==> src/rtl/cdb_arbiter_pkg.sv <==
// Shared constants for the common-data-bus arbiter and its helpers.
package cdb_arbiter_pkg;

  localparam int N_REQ      = 3;
  localparam int ROB_WIDTH  = 4;
  localparam int DATA_WIDTH = 32;

  localparam logic TRUE  = 1'b1;
  localparam logic FALSE = 1'b0;

  // Requester positions on the request vector
  localparam int REQ_ALU = 0;
  localparam int REQ_LSB = 1;
  localparam int REQ_BRU = 2;

  // Round-robin pointer value that follows a grant to slot idx
  function automatic int nextPtr(input int idx, input int n);
    return (idx == n - 1) ? 0 : idx + 1;
  endfunction

endpackage

==> src/rtl/rr_picker.sv <==
// Combinational round-robin picker: first set request at or after the
// pointer (wrapping) wins. Kept generic so issue selection can reuse it.
module rr_picker #(
  parameter int N_REQ     = 3,
  parameter int PTR_WIDTH = 2
) (
  input  logic [N_REQ-1:0]     i_request,
  input  logic [PTR_WIDTH-1:0] i_rrPtr,
  output logic [N_REQ-1:0]     o_grant,
  output logic                 o_anyGrant
);

  int w_bestDist;
  int w_bestIdx;

  // Find the requester closest to the pointer in circular order
  always_comb begin
    o_grant    = '0;
    w_bestDist = N_REQ;
    w_bestIdx  = 0;
    for (int i = 0; i < N_REQ; i++) begin
      if (i_request[i] && (((i + N_REQ - int'(i_rrPtr)) % N_REQ) < w_bestDist)) begin
        w_bestDist = (i + N_REQ - int'(i_rrPtr)) % N_REQ;
        w_bestIdx  = i;
      end
    end
    for (int i = 0; i < N_REQ; i++) begin
      o_grant[i] = (w_bestDist < N_REQ) && (i == w_bestIdx);
    end
  end

  assign o_anyGrant = |i_request;

endmodule

==> src/rtl/cdb_arbiter.sv <==
// Shares the single ROB result-write port among the ALU, LSB and BRU.
// Each requester owns a one-entry slot; a round-robin picker drains one
// slot per cycle into a registered CDB broadcast.
module cdb_arbiter #(
  parameter int N_REQ      = cdb_arbiter_pkg::N_REQ,
  parameter int ROB_WIDTH  = cdb_arbiter_pkg::ROB_WIDTH,
  parameter int DATA_WIDTH = cdb_arbiter_pkg::DATA_WIDTH
) (
  input  logic                          clk_in,
  input  logic                          rst_in,
  input  logic                          rdy_in,
  input  logic                          clear_in,
  input  logic [N_REQ-1:0]              req_valid_in,
  input  logic [N_REQ*ROB_WIDTH-1:0]    req_rob_id_in,
  input  logic [N_REQ*DATA_WIDTH-1:0]   req_value_in,
  output logic [N_REQ-1:0]              req_ready_out,
  output logic                          cdb_valid_out,
  output logic [ROB_WIDTH-1:0]          cdb_rob_id_out,
  output logic [DATA_WIDTH-1:0]         cdb_value_out,
  output logic [N_REQ-1:0]              cdb_src_out
);

  import cdb_arbiter_pkg::*;

  localparam int PTR_WIDTH = (N_REQ > 1) ? $clog2(N_REQ) : 1;

  logic [N_REQ-1:0]      r_full;
  logic [ROB_WIDTH-1:0]  r_id  [N_REQ];
  logic [DATA_WIDTH-1:0] r_val [N_REQ];
  logic [PTR_WIDTH-1:0]  r_rrPtr;
  logic                  r_cdbValid;
  logic [ROB_WIDTH-1:0]  r_cdbRobId;
  logic [DATA_WIDTH-1:0] r_cdbValue;
  logic [N_REQ-1:0]      r_cdbSrc;

  logic                  w_active;
  logic [N_REQ-1:0]      w_request;
  logic [N_REQ-1:0]      w_grant;
  logic                  w_anyGrant;
  logic [N_REQ-1:0]      w_ready;
  logic [N_REQ-1:0]      w_push;
  logic [PTR_WIDTH-1:0]  w_grantIdx;
  logic [ROB_WIDTH-1:0]  w_grantId;
  logic [DATA_WIDTH-1:0] w_grantVal;

  // Stall and flush both suppress arbitration and pushes
  assign w_active  = rdy_in && !clear_in;
  assign w_request = w_active ? r_full : '0;

  rr_picker #(
    .N_REQ    (N_REQ),
    .PTR_WIDTH(PTR_WIDTH)
  ) u_picker (
    .i_request (w_request),
    .i_rrPtr   (r_rrPtr),
    .o_grant   (w_grant),
    .o_anyGrant(w_anyGrant)
  );

  // A slot that is draining this cycle can be refilled in the same cycle
  assign w_ready       = w_active ? (~r_full | w_grant) : '0;
  assign w_push        = req_valid_in & w_ready;
  assign req_ready_out = w_ready;

  // Select the contents of the granted slot for the broadcast register
  always_comb begin
    w_grantIdx = '0;
    w_grantId  = '0;
    w_grantVal = '0;
    for (int i = 0; i < N_REQ; i++) begin
      if (w_grant[i]) begin
        w_grantIdx = PTR_WIDTH'(i);
        w_grantId  = r_id[i];
        w_grantVal = r_val[i];
      end
    end
  end

  // Slot storage: push fills, grant empties, flush wipes everything
  always_ff @(posedge clk_in or posedge rst_in) begin
    if (rst_in) begin
      r_full <= '0;
      for (int i = 0; i < N_REQ; i++) begin
        r_id[i]  <= '0;
        r_val[i] <= '0;
      end
    end else if (rdy_in) begin
      if (clear_in) begin
        r_full <= '0;
      end else begin
        for (int i = 0; i < N_REQ; i++) begin
          if (w_push[i]) begin
            r_full[i] <= TRUE;
            r_id[i]   <= req_rob_id_in[i*ROB_WIDTH +: ROB_WIDTH];
            r_val[i]  <= req_value_in[i*DATA_WIDTH +: DATA_WIDTH];
          end else if (w_grant[i]) begin
            r_full[i] <= FALSE;
          end
        end
      end
    end
  end

  // Registered CDB broadcast and round-robin pointer advance
  always_ff @(posedge clk_in or posedge rst_in) begin
    if (rst_in) begin
      r_cdbValid <= FALSE;
      r_cdbRobId <= '0;
      r_cdbValue <= '0;
      r_cdbSrc   <= '0;
      r_rrPtr    <= '0;
    end else if (rdy_in) begin
      if (clear_in) begin
        r_cdbValid <= FALSE;
        r_cdbSrc   <= '0;
        r_rrPtr    <= '0;
      end else if (w_anyGrant) begin
        r_cdbValid <= TRUE;
        r_cdbRobId <= w_grantId;
        r_cdbValue <= w_grantVal;
        r_cdbSrc   <= w_grant;
        r_rrPtr    <= PTR_WIDTH'(nextPtr(int'(w_grantIdx), N_REQ));
      end else begin
        r_cdbValid <= FALSE;
        r_cdbSrc   <= '0;
      end
    end
  end

  assign cdb_valid_out  = r_cdbValid;
  assign cdb_rob_id_out = r_cdbRobId;
  assign cdb_value_out  = r_cdbValue;
  assign cdb_src_out    = r_cdbSrc;

endmodule

==> config.mk <==
export PLATFORM = sky130hd
export DESIGN_NAME = cdb_arbiter
export DESIGN_NICKNAME = d
export VERILOG_FILES = /design/src/rtl/cdb_arbiter_pkg.sv /design/src/rtl/rr_picker.sv /design/src/rtl/cdb_arbiter.sv
export SDC_FILE = /design/constraint.sdc
export NUM_CORES = 1
export LEC_CHECK = 0
export CAP_MARGIN = 15
export CORE_MARGIN = 1.5
export CORE_UTILIZATION = 35
export DETAILED_ROUTE_END_ITERATION = 10
export PLACE_DENSITY_LB_ADDON = 0.3
export SYNTH_ARGS = -nofsm -noshare
export SYNTH_HDL_FRONTEND = slang
export SYNTH_HIERARCHICAL = 1
export SYNTH_SLANG_ARGS = --single-unit
==> constraint.sdc <==
create_clock -name clk_in -period 7 [get_ports clk_in]
set_clock_uncertainty 0.2 [all_clocks]
set_input_delay 1.4 -clock clk_in [delete_from_list [all_inputs] [get_ports clk_in]]
set_output_delay 1.4 -clock clk_in [all_outputs]
set_load 0.005 [all_outputs]
==> results.json <==
{
  "status": "completed",
  "timing.rr.start": "r_rrPtr[1]",
  "post_drt_wl_per_cell_um": 19.2,
  "grt_pass1_vias": 5925,
  "critPathKind": "in -> out",
  "numCtsBuffers": 17,
  "fill_cells": 1779,
  "tightestPinTransition_ns": 1.18,
  "diodes": 0,
  "critPathMaxStageDelay_ns": 0.48,
  "crit_fanout": 7,
  "die_area_um2": 22000,
  "syn_area_um2": 7390,
  "stdcell_count": 1042,
  "path_cells": "clkdlybuf4s50_1, nand2b_4, nor2_4, nand2_1, inv_1, ha_2, inv_2, a21oi_2, nor3_2, o21a_2, mux2i_1, ha_1, nand3_2, nor2_2, o2111ai_1, o311a_1, a41o_1, buf_4, a2111oi_4, nor2b_2, nor2_1, clkbuf_2",
  "place_congestion": 0.921,
  "synth_enable_flop_cells": 0,
  "crit_required_ns": 5.40,
  "r2r_end": "r_val[60]",
  "drc": 0,
  "grt_use_met1_pct": 23.4,
  "postRouteAntennaNets": 0,
  "synth_nets": 709,
  "cp_top_family": "compound AO/OA/AOI/OAI gates",
  "drt-pass1-iter-count": 4,
  "grt_start_max_net_pins": 87,
  "antenna_found_initial": 0,
  "cts.sinks": 153,
  "ys_async_sr_fraction_pct": 100,
  "chipHeight_um": 148,
  "period_share_pct": 98.0,
  "synthDistinctLibCells": 52,
  "met3_usage_pct": 3.71,
  "drtIter0Drc": 310,
  "ios": 158,
  "endpoint_kind": "output port",
  "num_rows": 52,
  "p_leak_nw": 4.55,
  "numPortBuffers": 157,
  "placed_cells": 994,
  "placed_cell_area_um2": 9360,
  "routed_wl_mm": 20.0,
  "clk_path_buf_depth": 2,
  "synthCells": 572,
  "finalSetupViolCount": 0,
  "cts-root-buf": "clkbuf_16",
  "tns_ns": 0,
  "max-cap-violations": 0,
  "crit_start": "clear_in",
  "ir_drop_uv": 144,
  "powerDensity_nw_per_um2": 314,
  "insertion_delay_ns": 0.41,
  "grt_util_met2_pct": 31.4,
  "crit_cells": 22,
  "path_clk_slew_ns": 0.06,
  "coreArea_um2": 20500,
  "drive_gt1_share_pct": 28.2,
  "synth.avg_cell_area_um2": 12.9,
  "vias_per_cell": 5.21,
  "cp-endpoint": "req_ready_out[0]",
  "vias": 5434,
  "overflow": 0,
  "max_freq_ghz": 0.146,
  "yosys_warnings": 6,
  "htree_levels": 4,
  "die_x_um": 148,
  "grt_first_pass_wirelength_mm": 31.9,
  "cts_tree": "built",
  "busiest_layer": "met2",
  "rrSetupSlack_ns": 0.48,
  "hold_violations": 0,
  "crit_buf_inv": 5,
  "dpl.hpwl_mm": 12.8,
  "slew_headroom_pct": 20.8,
  "seq_area_um2": 3830,
  "worst-r2r-cell-count": 30,
  "start_util_pct": 36.1,
  "multiInputGateArea_um2": 3450,
  "start_kind": "primary input",
  "min_period_ns": 6.86,
  "area_growth_pct": 39.1,
  "fin_nets": 896,
  "hp-class": "reg -> reg",
  "final_cell_mix": "dfrtp_1, clkdlybuf4s50_1, mux2_4",
  "ys_seq_area_share_pct": 51.8,
  "ys_ff_latch": 153,
  "synth_top_flop_cell": "dfrtp_1",
  "stdcell_area_um2": 10300,
  "grt_usage_pct": 18.7,
  "arrival_ns": 5.26,
  "final_max_slew_viol_count": 0,
  "hold_ws_ns": 0.294,
  "rsz0062_at_grt": "yes",
  "cpMaxStageDelayCell": "clkdlybuf4s50_1"
}
per-layer routing:
layer  vias up  part of all wire, %
li1       2478                    -
met3        43                  4.6
met1      2745                   42
met4         0                  3.2
met2       168                   50
met5         -                    0
sequential cells by signal, indices dropped and copies added (netlist names):
register,flops
cdb_value_out,32
r_val,96
r_id,12
r_full,3
cdb_src_out,3
cdb_valid_out,1
r_rrPtr,2
cdb_rob_id_out,4
synth_stat cells (11+ instances only):
| library cell | instances | area share [%] |
|---|---|---|
| a22oi_1 | 15 | 1.5 |
| a221oi_1 | 21 | 2.5 |
| nor2_1 | 31 | 1.6 |
| a31oi_1 | 16 | 1.4 |
| mux2_2 | 19 | 2.9 |
| ha_1 | 22 | 3.7 |
| a21oi_1 | 11 | 0.74 |
| mux2_4 | 80 | 16 |
| nand2_1 | 30 | 1.5 |
| o2bb2ai_1 | 21 | 2.5 |
| clkbuf_1 | 11 | 0.56 |
| inv_1 | 16 | 0.81 |
| o21ai_0 | 30 | 2.0 |
| dfrtp_1 | 153 | 52 |
worst min-delay path by stage:
stage | start | end | cells past startpoint
after floorplan | r_id[8] | r_id[8] | 1
after global routing | cdb_value_out[14] | cdb_value_out[14] | 1
after global placement | cdb_rob_id_out[2] | cdb_rob_id_out[2] | 1
after CTS | cdb_value_out[7] | cdb_value_out[7] | 1
after detailed placement | cdb_value_out[14] | cdb_value_out[14] | 1
final | cdb_value_out[7] | cdb_value_out[7] | 1
repair_timing:
item | in CTS | in global routing
pin swaps | 14 | 6
setup endpoints to repair | 3 | 3
hold buffers | 0 | 0
setup buffers | 14 | 2
gates resized for setup | 26 | 13
cloned | 0 | 0
worst register-to-register path, delay by kind of cell, from the launching register on:
kind,cells,cell delay [ns]
adder cells (fa/ha/maj),3,1.05
multiplexers,1,0.38
flip-flops,1,0.47
buffers and inverters,11,1.45
AND/OR/NAND/NOR,10,1.78
AO/OA/AOI/OAI,5,1.07
where the power goes:
| part | internal [mW] | total [mW] | switching, mW |
|---|---|---|---|
| sequential | 1.17 | 1.34 | 0.171 |
| combinational | 0.585 | 0.912 | 0.328 |
| clock | 0.580 | 0.968 | 0.388 |
| total | 2.33 | 3.22 | 0.887 |
logic make-up (layout without fill, tap and decap cells):
logic type / count (synthesis) / after routing / synth area share (%)
DFF: 153 / 153 / 51.8
AOI/OAI and AO/OA: 137 / 137 / 13.2
muxes: 110 / 110 / 20.8
and+or+nand+nor: 96 / 96 / 6.33
buffers and inverters: 54 / 254 / 4.10
adders and majority gates: 22 / 22 / 3.72
stage by stage:
| stage | power [mW] | utilization [%] | setup WS [ns] |
|---|---|---|---|
| 6_report | 3.22 | 50.1 | 0.138 |
| 2_1_floorplan | 1.82 | - | 0.657 |
| 5_1_grt | 3.40 | 50.1 | -0.103 |
| 3_3_place_gp | 2.18 | 45.7 | -0.234 |
| 3_5_place_dp | 2.21 | 45.7 | -0.408 |
| 4_1_cts | 3.24 | 49.8 | 0.112 |
final cells by class:
| cell class | instances | area share [%] |
|---|---|---|
| Tap cell | 270 | 3.29 |
| Inverter | 18 | 0.706 |
| Clock buffer | 18 | 4.27 |
| Sequential cell | 153 | 37.3 |
| Multi-Input combinational cell | 365 | 33.6 |
| Timing Repair Buffer | 204 | 19.1 |
| Clock inverter | 14 | 1.80 |
No activity file was read; power rests on OpenSTA's default activity.
==> RTL edit 1 (config.mk and constraints unchanged) <==
`N_REQ` is set to 3 in 2 places; all go to 2.
--- a/src/rtl/cdb_arbiter_pkg.sv
+++ b/src/rtl/cdb_arbiter_pkg.sv
@@ -1,7 +1,7 @@
 // Shared constants for the common-data-bus arbiter and its helpers.
 package cdb_arbiter_pkg;
 
-  localparam int N_REQ      = 3;
+  localparam int N_REQ      = 2;
   localparam int ROB_WIDTH  = 4;
   localparam int DATA_WIDTH = 32;
 
--- a/src/rtl/rr_picker.sv
+++ b/src/rtl/rr_picker.sv
@@ -1,7 +1,7 @@
 // Combinational round-robin picker: first set request at or after the
 // pointer (wrapping) wins. Kept generic so issue selection can reuse it.
 module rr_picker #(
-  parameter int N_REQ     = 3,
+  parameter int N_REQ     = 2,
   parameter int PTR_WIDTH = 2
 ) (
   input  logic [N_REQ-1:0]     i_request,
Interface: changed (5 resized); port bits go from 158 to 119. The function was not compared with the original's and may differ.
==> RTL edit 1 against the original RTL <==
- sequential power down 32%
- non-clock buffer count down 81
- core utilization down 0.49 points
- setup slack better by 1.4 ns
- power down 36%
- sequential cell count down 39
- synthesized area down 35%
- design area down 36%
- wire length down 46%
- critical path type unchanged
- largest power group unchanged
==> RTL edit 1: results (changes against the original RTL) <==
- Status: completed (unchanged).
- The multi-input gate area in the final layout came to 1724 um2 (was 3453 um2).
- The routed length on met2 came to 5.389 mm (was 9.962 mm).
- Ranking of synthesized cells by instance count: dfrtp_1, nand2_1, o21ai_0 (was dfrtp_1, mux2_4, nor2_1).
- The number of buffers inserted by port buffering is 118 (was 157).
- The non-clock buffer contribution to total cell area is 18.57% (was 19.08%).
- The largest net degree at the start of global routing is 59 (was 87).
- The startpoint of the most critical setup path was rdy_in (was clear_in).
- The reg2reg setup slack was 4.09 ns (was 0.48 ns).
- The overall fraction of global-route tracks in use was 15.98% (was 18.69%).
- The internal power consumption came to 0.001564 W (was 0.002335 W).
- The hold path endpoint is cdb_value_out[29] (was cdb_value_out[7]).
- The share of the synthesized area in the top cell type is 59.69% (was 51.81%).
- The post-detailed-route via-to-cell ratio is 4.803 (was 5.215).
- The clock buffer count in the final layout was 27 (was 18).
- The part of the power in combinational logic is 18.0% (was 28.3%).
- The fraction of met1 tracks used by global routing is 19.56% (was 23.41%).
- The post-CTS setup-driven buffer insertion count is 0 (was 14).
- The adder-cell share of the synthesized area came to 0% (was 3.725%).
- The length of routed wiring on met1 is 4.719 mm (was 8.518 mm).
- The worst flop-to-flop path startpoint is r_full[0] (was r_rrPtr[1]).
- The sequential cell area in the final layout is 2853 um2 (was 3829 um2).
- The number of ordinary inverters in the final layout is 10 (was 18).
- The peak supply drop is 0.0001455 V (was 0.0001438 V).
- The count of buffers not belonging to the clock network in the layout was 123 (was 204).
- The number of distinct library cells after synthesis is 27 (was 52).
-- RTL edit 1: changes by cell type in the layout (fill, tap and decap cells not counted), sizes merged, moves of 22 or more --
cell	delta
dfrtp	-39
buf	-42
ha	-22
clkdlybuf4s50	-35
mux2	-37
nor2	-27
-- RTL edit 1: stage by stage --
stage	area (um2)	worst slack [ns]	hold slack [ns]	std cells	util, %
after floorplan	4780	2.384	0.2556	358	-
after global placement	6048	1.645	0.2649	632	45.49
after detailed placement	6063	1.532	0.2698	633	45.61
after CTS	6601	1.526	0.2819	665	49.65
after global routing	6601	1.421	0.3077	665	49.65
final	6601	1.523	0.2744	665	49.65
-- RTL edit 1: worst max-delay path: stages --
cell	delay, ns
clkdlybuf4s50_1	0.70
nand2b_1	0.18
nor2_1	0.26
a21boi_1	0.60
nor2b_2	0.12
nor2_1	0.11
clkdlybuf4s50_1	0.51
-- RTL edit 1: cells by family after synthesis --
family                 Yosys count
DFF                            114
muxes                           72
and+or+nand+nor                 55
buffers and inverters           34
AOI/OAI and AO/OA               83
==> RTL edit 2 (same flow settings) <==
Made on the original files. Reset style: synchronous (`rst_in`), changed in 2 clocked blocks.
--- a/src/rtl/cdb_arbiter.sv
+++ b/src/rtl/cdb_arbiter.sv
@@ -77,7 +77,7 @@
   end
 
   // Slot storage: push fills, grant empties, flush wipes everything
-  always_ff @(posedge clk_in or posedge rst_in) begin
+  always_ff @(posedge clk_in) begin
     if (rst_in) begin
       r_full <= '0;
       for (int i = 0; i < N_REQ; i++) begin
@@ -102,7 +102,7 @@
   end
 
   // Registered CDB broadcast and round-robin pointer advance
-  always_ff @(posedge clk_in or posedge rst_in) begin
+  always_ff @(posedge clk_in) begin
     if (rst_in) begin
       r_cdbValid <= FALSE;
       r_cdbRobId <= '0;
Function: differs if rst_in is asserted again (counterexample within 4 cycles, from zero or initial values and one cycle with rst_in high); with rst_in held inactive, the same outputs for 4 cycles.
==> RTL edit 2 against the original RTL <==
- wire length increased by 15%
- design area increased by 12%
- final cell count increased by 28%
- setup slack about the same
- synthesized area increased by 12%
- sequential cell count unchanged
- synthesized cell count increased by 44%
- die area increased by 12%
Power is not compared: it rests on default switching activity, and its combinational part moved more than twofold at a synthesized area within 25%.
==> RTL edit 2: results (changes against the original RTL) <==
- The reg2reg setup slack came to 0.32 ns (was 0.48 ns).
- Ranking of synthesized cells by instance count: inv_1, edfxtp_1, a311oi_1 (was dfrtp_1, mux2_4, nor2_1).
- The multi-input gate count is 429 (was 365).
- The sequential cell area fraction in the yosys report is 50.00% (was 51.81%).
- The placed standard-cell area is 10,440 um2 (was 9364 um2).
- The maximum fanout along the worst path is 6 (was 7).
- The dominant cell by count in the synthesized netlist was inv_1 (was dfrtp_1).
- The sequential cell area in the final layout is 4145 um2 (was 3829 um2).
- The final net count is 1,138 (was 896).
- The fraction of final layout cells sized beyond drive strength 1 came to 17.26% (was 28.24%).
- The number of cells in the design after placement came to 1,269 (was 994).
- The instance count of the mapped netlist is 822 (was 572).
- The startpoint of the most critical setup path was rdy_in (was clear_in).
- The number of fill cells is 2,140 (was 1,779).
- The family with the most delay on the worst path is buffers and inverters (was compound AO/OA/AOI/OAI gates).
- Status: completed (unchanged).
- The fraction of area in clock buffers and inverters is 5.508% (was 6.075%).
- The slowest cell on the critical path is a2111oi_4 (was clkdlybuf4s50_1).
- The post-CTS setup-driven buffer insertion count is 30 (was 14).
- The number of gates resized after CTS is 25 (was 26).
- The global placement routability congestion is 0.8813 (was 0.9208).
- The data arrival time of the critical path is 7.03 ns (was 5.26 ns).
- The clock latency on the worst-skew pair is 0.43 ns (was 0.41 ns).
- The count of buffers not belonging to the clock network in the layout is 243 (was 204).
- The post-detailed-route via-to-cell ratio is 5.266 (was 5.215).
- The hold-critical path depth was 2 (was 1).
- The vias after detailed routing came to 7,019 (was 5,434).
- The worst flop-to-flop path startpoint is r_rrPtr[0] (was r_rrPtr[1]).
- The number of ordinary inverters in the final layout was 157 (was 18).
- The number of distinct library cells after synthesis is 51 (was 52).
- The length of routed wiring on met1 is 10.36 mm (was 8.518 mm).
- The hold path endpoint is cdb_value_out[19] (was cdb_value_out[7]).
- The endpoint of the worst register-to-register path is cdb_src_out[0] (was r_val[60]).
- The delay of the slowest cell on the worst path came to 0.36 ns (was 0.48 ns).
- The met2 layer usage reported by global route came to 31.18% (was 31.43%).
- The routed wire length is 23.14 mm (was 20.05 mm).
- The async set-reset flop share out of synthesis is 0% (was 100.0%).
- Top post-synthesis cells by area: edfxtp_1, dfxtp_1, a311oi_1 (was dfrtp_1, mux2_4, ha_1).
- The number of synthesized flops with an enable pin is 108 (was 0).
- The number of cells on the worst reg-to-reg path is 40 (was 30).
- The initial detailed-routing violation count is 410 (was 310).
- The tightest hold margin was 0.2526 ns (was 0.2943 ns).
- The non-clock buffer contribution to total cell area came to 20.41% (was 19.08%).
- The routed length on met2 came to 11.07 mm (was 9.962 mm).
[RTL edit 2: metrics by stage]
stage	utilization (%)	setup WS, ns
2_1_floorplan	-	0.0008940
3_3_place_gp	44.73	-0.3997
3_5_place_dp	44.73	-0.4583
4_1_cts	48.86	0.03288
5_1_grt	49.46	-0.03549
6_report	49.46	0.1380
[RTL edit 2: logic make-up after synthesis]
logic type / synth area share (%)
adder cells (fa/ha/maj): 3.321
multiplexers: 0.2566
flip-flops: 50.00
buffers and inverters: 12.23
AO/OA/AOI/OAI: 24.73
AND/OR/NAND/NOR: 9.466
[RTL edit 2: worst max-delay path by stage]
| stage | end | slack [ns] | cells after the start |
|---|---|---|---|
| floorplan | req_ready_out[0] | 0.0009 | 22 |
| global placement | req_ready_out[0] | -0.40 | 21 |
| detailed placement | req_ready_out[0] | -0.46 | 21 |
| CTS | cdb_src_out[0] | 0.03 | 40 |
| global route | cdb_src_out[0] | -0.04 | 39 |
| finish | cdb_src_out[0] | 0.14 | 39 |
